==> src/rtl/uart_pkg.sv <==
// ============================================================================
// uart_pkg : state encoding and default bit timing shared by the UART blocks
// Rev 1.0
// ============================================================================
`default_nettype none

package uart_pkg;

    typedef enum logic [1:0] {
        S_IDLE  = 2'd0,
        S_START = 2'd1,
        S_DATA  = 2'd2,
        S_STOP  = 2'd3
    } uart_state_e;

    localparam int DEFAULT_CLKS_PER_BIT = 434;

endpackage

`default_nettype wire

==> src/rtl/sync_2ff.sv <==
// ============================================================================
// sync_2ff : two-flop synchroniser for an asynchronous input, reset to 1
// Rev 1.0
// ============================================================================
`default_nettype none

module sync_2ff (
    input  logic clk_fast,
    input  logic rst,
    input  logic d,
    output logic q
);

    logic meta_q;
    logic sync_q;

    always_ff @(posedge clk_fast) begin
        if (rst) begin
            meta_q <= 1'b1;
            sync_q <= 1'b1;
        end else begin
            meta_q <= d;
            sync_q <= meta_q;
        end
    end

    assign q = sync_q;

endmodule

`default_nettype wire

==> src/rtl/uart_rx.sv <==
// ============================================================================
// uart_rx : 8N1 serial receiver timed by an internal per-bit counter
// Rev 1.0
// ============================================================================
`default_nettype none

module uart_rx
    import uart_pkg::*;
#(
    parameter int CLKS_PER_BIT = DEFAULT_CLKS_PER_BIT,
    parameter int DATA_BITS    = 8
) (
    input  logic                 clk_fast,
    input  logic                 rst,
    input  logic                 rx_in,
    output logic [DATA_BITS-1:0] rx_data,
    output logic                 rx_valid,
    output logic                 frame_err,
    output logic                 busy
);

    localparam int c_CNT_W = $clog2(CLKS_PER_BIT);
    localparam int c_IDX_W = $clog2(DATA_BITS + 1);
    localparam logic [c_CNT_W-1:0] c_HALF_LAST = c_CNT_W'(CLKS_PER_BIT / 2 - 1);
    localparam logic [c_CNT_W-1:0] c_BIT_LAST  = c_CNT_W'(CLKS_PER_BIT - 1);
    localparam logic [c_IDX_W-1:0] c_IDX_LAST  = c_IDX_W'(DATA_BITS - 1);

    logic                 rx_s;
    uart_state_e          state_q;
    logic [c_CNT_W-1:0]   cnt_q, cnt_d;
    logic [c_IDX_W-1:0]   bit_idx_q, bit_idx_d;
    logic [DATA_BITS-1:0] shift_q, shift_d;
    logic [DATA_BITS-1:0] rx_data_q;
    logic                 rx_valid_q;
    logic                 frame_err_q;
    logic                 w_half_hit;
    logic                 w_bit_hit;
    logic                 w_state_change;

    sync_2ff u_sync (
        .clk_fast (clk_fast),
        .rst      (rst),
        .d        (rx_in),
        .q        (rx_s)
    );

    assign w_half_hit = (state_q == S_START) && (cnt_q == c_HALF_LAST);
    assign w_bit_hit  = (cnt_q == c_BIT_LAST);

    always_comb begin
        w_state_change = 1'b0;
        case (state_q)
            S_IDLE:  w_state_change = !rx_s;
            S_START: w_state_change = w_half_hit;
            S_DATA:  w_state_change = w_bit_hit && (bit_idx_q == c_IDX_LAST);
            S_STOP:  w_state_change = w_bit_hit;
            default: w_state_change = 1'b1;
        endcase
    end

    // Counter wraps at every data sample so each bit is timed from the previous mid-point.
    always_comb begin
        cnt_d     = cnt_q + 1'b1;
        bit_idx_d = bit_idx_q;
        shift_d   = shift_q;
        if ((state_q == S_IDLE) || w_state_change || ((state_q == S_DATA) && w_bit_hit)) begin
            cnt_d = '0;
        end
        if (state_q == S_START) begin
            bit_idx_d = '0;
        end
        if ((state_q == S_DATA) && w_bit_hit) begin
            shift_d   = (shift_q >> 1) | (DATA_BITS'(rx_s) << (DATA_BITS - 1));
            bit_idx_d = bit_idx_q + 1'b1;
        end
    end

    always_ff @(posedge clk_fast) begin
        if (rst) begin
            cnt_q     <= '0;
            bit_idx_q <= '0;
            shift_q   <= '0;
        end else begin
            cnt_q     <= cnt_d;
            bit_idx_q <= bit_idx_d;
            shift_q   <= shift_d;
        end
    end

    always_ff @(posedge clk_fast) begin
        if (rst) begin
            state_q     <= S_IDLE;
            rx_data_q   <= '0;
            rx_valid_q  <= 1'b0;
            frame_err_q <= 1'b0;
        end else begin
            rx_valid_q  <= 1'b0;
            frame_err_q <= 1'b0;
            case (state_q)
                S_IDLE: begin
                    if (!rx_s) state_q <= S_START;
                end
                S_START: begin
                    if (w_half_hit) state_q <= rx_s ? S_IDLE : S_DATA;
                end
                S_DATA: begin
                    if (w_bit_hit && (bit_idx_q == c_IDX_LAST)) state_q <= S_STOP;
                end
                S_STOP: begin
                    // Leave at mid stop bit so the next start edge is not missed.
                    if (w_bit_hit) begin
                        state_q <= S_IDLE;
                        if (rx_s) begin
                            rx_data_q  <= shift_q;
                            rx_valid_q <= 1'b1;
                        end else begin
                            frame_err_q <= 1'b1;
                        end
                    end
                end
                default: state_q <= S_IDLE;
            endcase
        end
    end

    assign rx_data   = rx_data_q;
    assign rx_valid  = rx_valid_q;
    assign frame_err = frame_err_q;
    assign busy      = (state_q != S_IDLE);

endmodule

`default_nettype wire
==> config.mk <==
export PLATFORM = sky130hd
export DESIGN_NAME = uart_rx
export DESIGN_NICKNAME = d
export VERILOG_FILES = /design/src/rtl/uart_pkg.sv /design/src/rtl/sync_2ff.sv /design/src/rtl/uart_rx.sv
export SDC_FILE = /design/constraint.sdc
export NUM_CORES = 1
export LEC_CHECK = 0
export ABC_CLOCK_PERIOD_IN_PS = 3700
export CAP_MARGIN = 40
export CORE_MARGIN = 2
export CORE_UTILIZATION = 30
export DETAILED_ROUTE_END_ITERATION = 8
export PLACE_DENSITY_LB_ADDON = 0.08
export RECOVER_POWER = 100
export SYNTH_ARGS = -nofsm -noshare
export SYNTH_HDL_FRONTEND = slang
export SYNTH_HIERARCHICAL = 1
export SYNTH_SLANG_ARGS = --single-unit
==> constraint.sdc <==
create_clock -name clk_fast -period 3.7 [get_ports clk_fast]
set_clock_uncertainty 0.1 [all_clocks]
set_input_delay 1.11 -clock clk_fast [delete_from_list [all_inputs] [get_ports clk_fast]]
set_output_delay 1.11 -clock clk_fast [all_outputs]
set_load 0.05 [all_outputs]
* After elaboration in Yosys (flattened, before gate mapping)
Cells that the tools add are included.
Storage, ports and cells: bits in registers 35, word-level logic and storage cells 48
Operators by class: add/subtract/negate cells 2, equal/unequal tests 10, multiplexer cells 11, bitwise logic cells 3, reduce and logical (&&, ||, !) cells 13
Operator list (count):
- $mux 2 | 5
- $add 9x1->9 const B | 1
- $eq 9x8->1 const B | 1
- $eq 9x9->1 const B | 1
- $mux 4 | 2
- $or 7x8->8 | 1
- $pmux 2 s4 | 1
- $ne 2x2->1 const B | 3
- $add 4x1->4 const B | 1
- $eq 2x2->1 const B | 2
- $eq 4x3->1 const B | 1
- $pmux 1 s4 | 1
- $reduce_and 4->1 | 1
- $reduce_bool 2->1 | 2
- $logic_and 1x1->1 | 3
- $reduce_and 3->1 | 1
- $reduce_or 3->1 | 1
- $eq 2x1->1 const B | 1
- $logic_not 2->1 | 1
- $logic_or 1x1->1 | 2
- $mux 1 | 2
- $ne 2x1->1 const B | 1
- $not 1->1 | 2
- $reduce_or 2->1 | 1
- $logic_not 1->1 | 1

* Depth between registers and ports, before layout
word-level depth 6, gate-level depth with buffers 7

* Cells and area by module
The synthesis kept the hierarchy.
By module, submodules not included:
- uart_rx | instances 1, cells an instance 159, area each 1491.4 sq um, sequential area each 660.6 sq um
- sync_2ff | instances 1, cells an instance 4, area each 52.6 sq um, sequential area each 40.0 sq um

* Worst setup path after synthesis
OpenSTA, ideal clock, no wires.
path type flip-flop to output port, start point reg with a tool-made name, end point out busy, arrival 0.959 ns, setup slack 1.531 ns, cell stages (with the launch flop) 3, buffers on the path 1, cell sequence dfxtp_1 clkbuf_1 or2_2
RTL lines:
- end: declaration | line uart_rx.sv:19 | output logic busy

* Final worst setup path
start point reg state_q[0], end point out busy
Between the ends: word-level cells in the longest chain between the ends 1
RTL lines:
- start: declaration | line uart_rx.sv:29 | uart_state_e state_q;
- start signal: assignment | line uart_rx.sv:104 | if (w_half_hit) state_q <= rx_s ? S_IDLE : S_DATA;
- $reduce_bool 2->1 | line uart_rx.sv:129 | assign busy = (state_q != S_IDLE);
No other way between the ends.

==> flow_summary.toml <==
[logic_synthesis]
synth_top_cell_area_share_pct = 45.4
post_syn_area_sq_mm = 0.00154
synth_top_cell_by_area = "sky130_fd_sc_hd__dfxtp_1"
synth_commonest_cells = "sky130_fd_sc_hd__dfxtp_1 (35), sky130_fd_sc_hd__nor2_1 (30), sky130_fd_sc_hd__mux2i_1 (16), sky130_fd_sc_hd__nand2_1 (9), sky130_fd_sc_hd__inv_1 (7)"
synth_top_cells_by_area = "sky130_fd_sc_hd__dfxtp_1 (45%), sky130_fd_sc_hd__mux2i_1 (10%), sky130_fd_sc_hd__nor2_1 (7.3%)"
yosys_warnings = 6
syn-instance-count = 163
syn_avg_cell_area_sq_um = 9.47
synth.most_common_cell = "sky130_fd_sc_hd__dfxtp_1"
ys.flop_type = "sky130_fd_sc_hd__dfxtp_1"
netlist-cell-type-count = 40
number_of_synthesized_register_bits = 35
synth_sequential_area_ratio_pct = 45.4
synth_nets = 170
asyncSetResetFlopFracSynth_pct = 0
synth-edff-count = 0

[setup_path]
cpMaxStageDelayCell = "sky130_fd_sc_hd__dlygate4sd3_1"
nature_of_the_critical_path_endpoint = "output port"
critical_path.endpoint = "busy"
critical-path-max-stage-delay_ps = 860
crit_path_start = "state_q[0]"
worstPathArrival_ps = 1930
cp_num_buf_inv = 1
worstPathMaxFanout = 16
ff2ff_path_depth = 4
worst-path-stages = 2
regToRegEndpoint = "rx_data[5]"
worst-setup-path-type = "register to output port"
path_cells = "or2_2, dlygate4sd3_1"
worst_setup_path_start_kind = "register"
worst-endpoint-required_ps = 2490
crit-reg2reg-launch = "cnt_q[3]"
r2r_setup_slack_ps = 1640
timing.critical_path.max_delay_family = "buffers and inverters"

[pwr]
powerDensity_mw_per_mm2 = 375
ir_worst_vdd_uv = 199
power_leakage_nw = 0.668
totalPowerFinal_w = 0.000689

[sta]
setup_slack_of_the_critical_path_after_layout_ps = 560
finalCriticalPeriod_ps = 3140
post_route_fraction_of_the_period_consumed_by_the_critical_path_pct = 84.9
final-max-slew-violation-count = 0
grt_setup_unrepaired = "false"
timing.final.setup_violations = 0
whs_ps = 303
timing.setup.tns_ps = 0
worstMarginPinSlew_ps = 1100
fmax_mhz = 319
timing.final.hold_violations = 0
slew-limit-headroom_pct = 26.5

[clock_tree]
cts_tree = "yes"
cts_made_buffers = 5
clockBufferDepth = 2
cts.clk_slew.worst_paths_ps = 70
post_cts_sizing_count = 0
clk_root_buffer_cell = "sky130_fd_sc_hd__clkbuf_8"
post_cts_hold_buffer_count = 0
clkSinkCount = 35
post_cts_buffers = 0
clk_latency_ps = 280
ctsHtreeMaxLevel = 2

[grt]
grt_pass1_wl_um = 5080
grt_remaining_overflow = 0
grt_antenna_before_repair = 0
gr-usage-all-layers_pct = 12.2
first_global_vias = 1103
largest_net_degree_at_the_start_of_global_routing = 26

[place]
numPortBuffers = 13
dp_worst_setup_slack_ps = 935
finalWeightedCongestion = 0.753
detailed_place_hpwl_um = 2140

[worst_hold_path]
hold_path_class = "register to register"
hp-start = "u_sync/meta_q"

[die]
core_area_sq_mm = 0.00504
design.portCount = 14
fp-row-count = 26
die_area_sq_mm = 0.00574
initial_core_util_pct = 30.6
die-height_um = 75.7
die_width_um = 75.7

[route]
drtPass1Iterations = 4
detail_route.wirelength_um = 3030
routed-via-count = 1161
antenna_left = 0
via_per_inst = 4.64
wire_per_inst_um = 12.1
drc = 0
initialDrtViolationCount = 45

[outcome]
run_status = "completed"

[layout]
syn2layout_area_growth_pct = 19.2
nFillCells = 524
num-nets-final = 186
drive_gt1_share_pct = 8.33
antenna_cells = 0

[flow_run]
maxCapViolCount = 0
[how the worst min path moves through the flow]
stage / endpoint / slack, ps / depth (start not counted)
2_1_floorplan: u_sync/q / 280 / 1
3_3_place_gp: u_sync/q / 290 / 1
3_5_place_dp: u_sync/q / 290 / 1
4_1_cts: u_sync/q / 310 / 1
5_1_grt: u_sync/q / 340 / 1
6_report: u_sync/q / 300 / 1
[cell usage in the layout (no fill, tap or decap), drive strengths merged, types with 4 or more instances in the layout]
| master | synthesis | routed |
|---|---|---|
| o21ai | 4 | 4 |
| xnor2 | 5 | 5 |
| dfxtp | 35 | 35 |
| nand3 | 6 | 6 |
| mux2i | 16 | 16 |
| inv | 7 | 7 |
| or2 | 5 | 5 |
| ha | 4 | 4 |
| nor2 | 30 | 30 |
| nor3 | 4 | 4 |
| dlygate4sd3 | 0 | 12 |
| clkbuf | 4 | 7 |
| nand2 | 9 | 9 |
[logic make-up after synthesis]
family                     after synthesis  synth area share [%]
buffers and inverters                   13                  3.73
DFF                                     35                  45.4
and+or+nand+nor                         70                  25.2
AOI/OAI and AO/OA                       18                  8.10
muxes                                   16                  10.4
adders and majority gates                4                  3.24
xor gates and xnor gates                 7                  3.97
[final cells by class]
cell class	count	area (sq um)	share of cell area (%)
tap	70	87.6	4.76
sequential	35	701	38.1
clock inverter	2	16.3	0.884
timing repair buffer	15	141	7.68
multi-input combinational	115	786	42.7
inverter	7	26.3	1.43
clock buffer	6	82.6	4.49
[where the power goes]
group          switching, W  internal, W
registers        0.00000333     0.000378
clock network      0.000137     0.000152
logic             0.0000121   0.00000673
[through the flow]
stage	util, %	instances	instance area, sq um
2_1_floorplan	-	163	1540
3_3_place_gp	34.6	242	1750
3_5_place_dp	34.6	242	1750
4_1_cts	36.6	250	1840
5_1_grt	36.5	250	1840
6_report	36.5	250	1840
[sequential cells by signal, summed over array words and instances, names as in the netlist, named ones only]
register       count
cnt_q              9
rx_data            8
shift_q            8
bit_idx_q          4
frame_err          1
rx_valid           1
state_q            1
u_sync/meta_q      1
u_sync/q           1
[layer usage]
metal / up-vias / global-route usage [%] / routed length [um]
met1: 533 / 15.2 / 1430
met2: 26 / 18.3 / 1450
met4: 0 / 5.85 / 22
met5: - / 0 / 0
met3: 2 / 4.89 / 129
li1: 600 / - / -
(Power assumes the default switching activity.)
